### config.mk
export PLATFORM = sky130hd
export DESIGN_NAME = fetch_unit
export DESIGN_NICKNAME = d
export VERILOG_FILES = /design/src/rtl/fetch_unit.sv
export SDC_FILE = /design/constraint.sdc
export NUM_CORES = 1
export LEC_CHECK = 0
export BUFFER_PORTS_ARGS = -buffer_cell sky130_fd_sc_hd__buf_2
export CORE_MARGIN = 2
export CORE_UTILIZATION = 30
export CTS_CLUSTER_DIAMETER = 100
export DETAILED_ROUTE_END_ITERATION = 16
export RECOVER_POWER = 25
export SYNTH_ARGS = -nofsm -noshare
export SYNTH_HDL_FRONTEND = slang
export SYNTH_SLANG_ARGS = --single-unit
### constraint.sdc
create_clock -name clk -period 3.65 [get_ports clk]
set_input_delay 0.365 -clock clk [delete_from_list [all_inputs] [get_ports clk]]
set_output_delay 0.365 -clock clk [all_outputs]
set_load 0.03 [all_outputs]
### src/rtl/fetch_unit.sv
// Instruction fetch front end: PC, ROM addressing, jump/halt pre-decode, registered issue to decode.
// Latency: ROM word at pc in cycle N is presented on instr in cycle N+1; redirect in N fetches in N+1.
// Backpressure: instr/instr_pc hold while instr_valid & !instr_ready; optional FETCH_JUMP_PREDECODE_EN.
module fetch_unit #(
    parameter int                ADDR_W    = 10,
    parameter int                DATA_W    = 10,
    parameter logic [DATA_W-1:0] HALT_WORD = 10'b0010000010,
    parameter logic [3:0]        JUMP_OP   = 4'b1000
) (
    input  logic              clk,
    input  logic              rst_n,
    output logic [ADDR_W-1:0] rom_addr,
    input  logic [DATA_W-1:0] rom_data,
    output logic [DATA_W-1:0] instr,
    output logic [ADDR_W-1:0] instr_pc,
    output logic              instr_valid,
    input  logic              instr_ready,
    input  logic              redirect,
    input  logic [ADDR_W-1:0] redirect_pc,
    output logic              halted
);

`ifdef FETCH_JUMP_PREDECODE_EN
    localparam bit JUMP_EN = 1'b1;
`else
    localparam bit JUMP_EN = 1'b0;
`endif

    typedef enum logic [1:0] {
        RUN  = 2'd0,
        HOLD = 2'd1,
        HALT = 2'd2
    } state_t;

    state_t            state_q, state_d;
    logic [ADDR_W-1:0] pc_q, pc_d;
    logic [ADDR_W-1:0] ipc_q, ipc_d;
    logic [DATA_W-1:0] instr_q, instr_d;
    logic              vld_q, vld_d;
    logic              halted_q, halted_d;

    logic              transfer;
    logic              out_free;
    logic              is_halt;
    logic              is_jump;
    logic [ADDR_W-1:0] jump_target;

    assign transfer    = vld_q & instr_ready;
    assign out_free    = ~vld_q | transfer;
    assign is_halt     = (rom_data == HALT_WORD);
    assign is_jump     = JUMP_EN && (rom_data[DATA_W-1 -: 4] == JUMP_OP);
    assign jump_target = ADDR_W'(rom_data[5:0]);

    always_comb begin
        state_d  = state_q;
        pc_d     = pc_q;
        ipc_d    = ipc_q;
        instr_d  = instr_q;
        vld_d    = vld_q;
        halted_d = halted_q;
        if (redirect) begin
            // Flush wins over any pending hand-off; the target is fetched next cycle.
            pc_d     = redirect_pc;
            vld_d    = 1'b0;
            halted_d = 1'b0;
            state_d  = RUN;
        end else begin
            case (state_q)
                RUN, HOLD: begin
                    if (!out_free) begin
                        state_d = HOLD;
                    end else if (is_halt) begin
                        instr_d  = rom_data;
                        ipc_d    = pc_q;
                        vld_d    = 1'b1;
                        halted_d = 1'b1;
                        state_d  = HALT;
                    end else if (is_jump) begin
                        // Jump is consumed here; the slot it would have used becomes a bubble.
                        pc_d    = jump_target;
                        vld_d   = 1'b0;
                        state_d = RUN;
                    end else begin
                        instr_d = rom_data;
                        ipc_d   = pc_q;
                        vld_d   = 1'b1;
                        pc_d    = pc_q + ADDR_W'(1);
                        state_d = RUN;
                    end
                end
                HALT: begin
                    if (transfer) vld_d = 1'b0;
                end
                default: state_d = RUN;
            endcase
        end
    end

    always_ff @(posedge clk) begin
        if (!rst_n) begin
            state_q  <= RUN;
            pc_q     <= '0;
            ipc_q    <= '0;
            instr_q  <= '0;
            vld_q    <= 1'b0;
            halted_q <= 1'b0;
        end else begin
            state_q  <= state_d;
            pc_q     <= pc_d;
            ipc_q    <= ipc_d;
            instr_q  <= instr_d;
            vld_q    <= vld_d;
            halted_q <= halted_d;
        end
    end

    assign rom_addr    = pc_q;
    assign instr       = instr_q;
    assign instr_pc    = ipc_q;
    assign instr_valid = vld_q;
    assign halted      = halted_q;

endmodule
==> flow_summary_export.csv <==
group,metric,value,unit
synthesis,yosysSeqAreaShare,0.4366,
clock_network,insertion_delay,0.28,ns
job,maxCapViolCount,0,
sta,fin_skew,0.004327,ns
sta,setup_violations,0,
grt,antenna_found_initial,0,
synthesis,yosys_warnings,0,
layout,area_growth,25.12,%
layout,mostFrequentLayoutCells,"40 x buf_2, 34 x dfxtp_1, 27 x nor2b_1",
worst_setup_path,critPathKind,"reg2reg",
synthesis,synth-edff-count,0,
sta,min_period,1.872,ns
worst_setup_path,crit_path_start_kind,"register",
synthesis,synth_ff_type,"dfxtp_1",
route,vias,1357,
route,drc_errors,0,
floorplanning,io_pins,56,
grt,grt_max_degree,32,
sta,hold_violations,0,
grt,grt_pass1_vias,1317,
grt,grtUsageTotal,0.1361,
outcome,status,"complete, no violations",
route,drtPass1Iterations,5,
route,via_per_inst,4.745,
place,place_congestion,0.7949,
synthesis,syn_avg_cell_area,9.683,µm²
route,finalWirelength,3801,µm
sta,relSlewSlack,0.2543,
worst_setup_path,worstSetupEndpointType,"register",
clock_network,clockRootBuffer,"clkbuf_8",
worst_setup_path,worst_ep_required_time,3.82,ns
clock_network,cts_tree,"yes",
synthesis,synth-compound-area-share,0.1260,
synthesis,synth_seq_cells,34,
synthesis,synthMuxAreaShare,0.1284,
worst_setup_path,r2r_slack,1.78,ns
synthesis,synth_adder_area_share,0.008026,
worst_setup_path,crit_path_max_fanout,13,
clock_network,hold_buffers,0,
grt,grt_pass1_wl,6382,µm
power_and_ir_drop,p_leak,0.0008094,µW
clock_network,path_clk_slew,0.06,ns
floorplanning,initial_utilization,0.3072,
synthesis,synthesis.area,1559,µm²
worst_setup_path,cp.arrival,2.04,ns
floorplanning,core,5075,µm²
route,drtIter0Drc,41,
synthesis,postSynthCellCount,161,
layout,drive_gt1_frac,0.2407,
synthesis,synth_top_area_frac,0.4366,
layout,final_nets,241,
sta,tightest_slew,1.119,ns
place,portBuffers,55,
synthesis,synth_nets,186,
place,place_hpwl,2710,µm
floorplanning,die_w,76.09,µm
floorplanning,die_h,76.09,µm
power_and_ir_drop,finalPower,810.1,µW
synthesis,synth_cell_type_count,30,
synthesis,synthSimpleGateAreaFrac,0.2648,
sta,slew_violations,0,
clock_network,cts.sinks,34,
route,ant_nets,0,
power_and_ir_drop,powerDensity,415.3,nW/µm²
clock_network,clockBufferDepth,2,
sta,timing.final.crit_share,0.5128,
clock_network,post-cts-setup-buffers,0,
floorplanning,die_area,5789,µm²
synthesis,ys_async_sr_fraction,0,
grt,grt-ovfl-total,0,
sta,fin_setup_tns,0,ns
power_and_ir_drop,peakVddDrop,147.2,µV
synthesis,synth_top_area_cell,"dfxtp_1",
route,wl_per_cell,13.29,µm
sta,grt_setup_unrepaired,"no",
min_path,hold_class,"in2reg",
floorplanning,rows,26,
sta,fmax,0.5343,GHz
synthesis,synth_area_leaders,"dfxtp_1 44%, mux2i_1 13%, nor2b_1 11%",
layout,antenna_cells,0,
clock_network,htreeDepth,2,
layout,mostFrequentLayoutCell,"buf_2",
clock_network,cts_resized,0,
synthesis,synth_xor_area_frac,0,
clock_network,cts_made_buffers,5,
synthesis,synth_top_family_by_area,"simple AND/OR/NAND/NOR gates",
[synthesized netlist by cell type, types with 4 or more instances]
cell / count
dfxtp_1: 34
nor2b_1: 27
a21oi_1: 4
nand2_1: 5
o21ai_0: 9
nand4_1: 5
nor2_1: 7
nor3_1: 6
mux2i_1: 20
clkbuf_1: 4
a311oi_1: 4
[kinds of logic after synthesis]
family,count (synthesis)
AND/OR/NAND/NOR,66
adder cells (fa/ha/maj),1
AO/OA/AOI/OAI,28
flip-flops,34
buffers and inverters,12
multiplexers,20
[layer usage]
layer	track usage	share of wire
met2	0.2179	0.45
met3	0.04502	0.053
met5	0	0
met4	0.04364	0.012
met1	0.1736	0.48
[per-stage QoR]
stage	cell area, µm²	util	cells	setup slack, ns	hold slack (ns)
global placement	1893	0.3730	279	1.602	0.4700
finish	1951	0.3844	286	1.778	0.3567
floorplan	1559	-	161	2.014	0.4742
detailed placement	1893	0.3730	279	1.580	0.4772
CTS	1969	0.3881	286	1.743	0.3531
global route	1951	0.3844	286	1.612	0.3726
[report_power, final]
part,internal (µW),switching [µW],leakage [µW]
sequential,392,17.9,0.000280
clock,131,124,0.0000383
combinational,54.0,90.8,0.000491
total,577,233,0.000809
[critical path, stage by stage (launching register included)]
cell     delay [ns]
dfxtp_1        0.31
nor2b_1        0.18
nor3_2         0.61
buf_4          0.38
mux2i_1        0.23
nor2b_1        0.06
[sequential cells by signal (all words and copies together), names as in the netlist]
name / cells
instr_valid: 1
state_q: 2
halted: 1
rom_addr: 10
instr_pc: 10
instr: 10
[layout make-up]
type	instances	area [µm²]
inverters	4	15.01
clock buffers	7	76.32
flip-flops and latches	34	680.7
well taps	70	87.58
fillers	554	3124
multi-input cells	115	827.0
repair buffers	56	264.0
[path summary, 6_finish.rpt]
path                            cells after the start        start     endpoint
worst min register to register                      2       halted       halted
worst min-delay path                                3  rom_data[7]     instr[7]
worst max register to register                      5  instr_valid  instr_pc[2]
worst max-delay path                                5  instr_valid  instr_pc[2]
(Power assumes the default switching activity.)
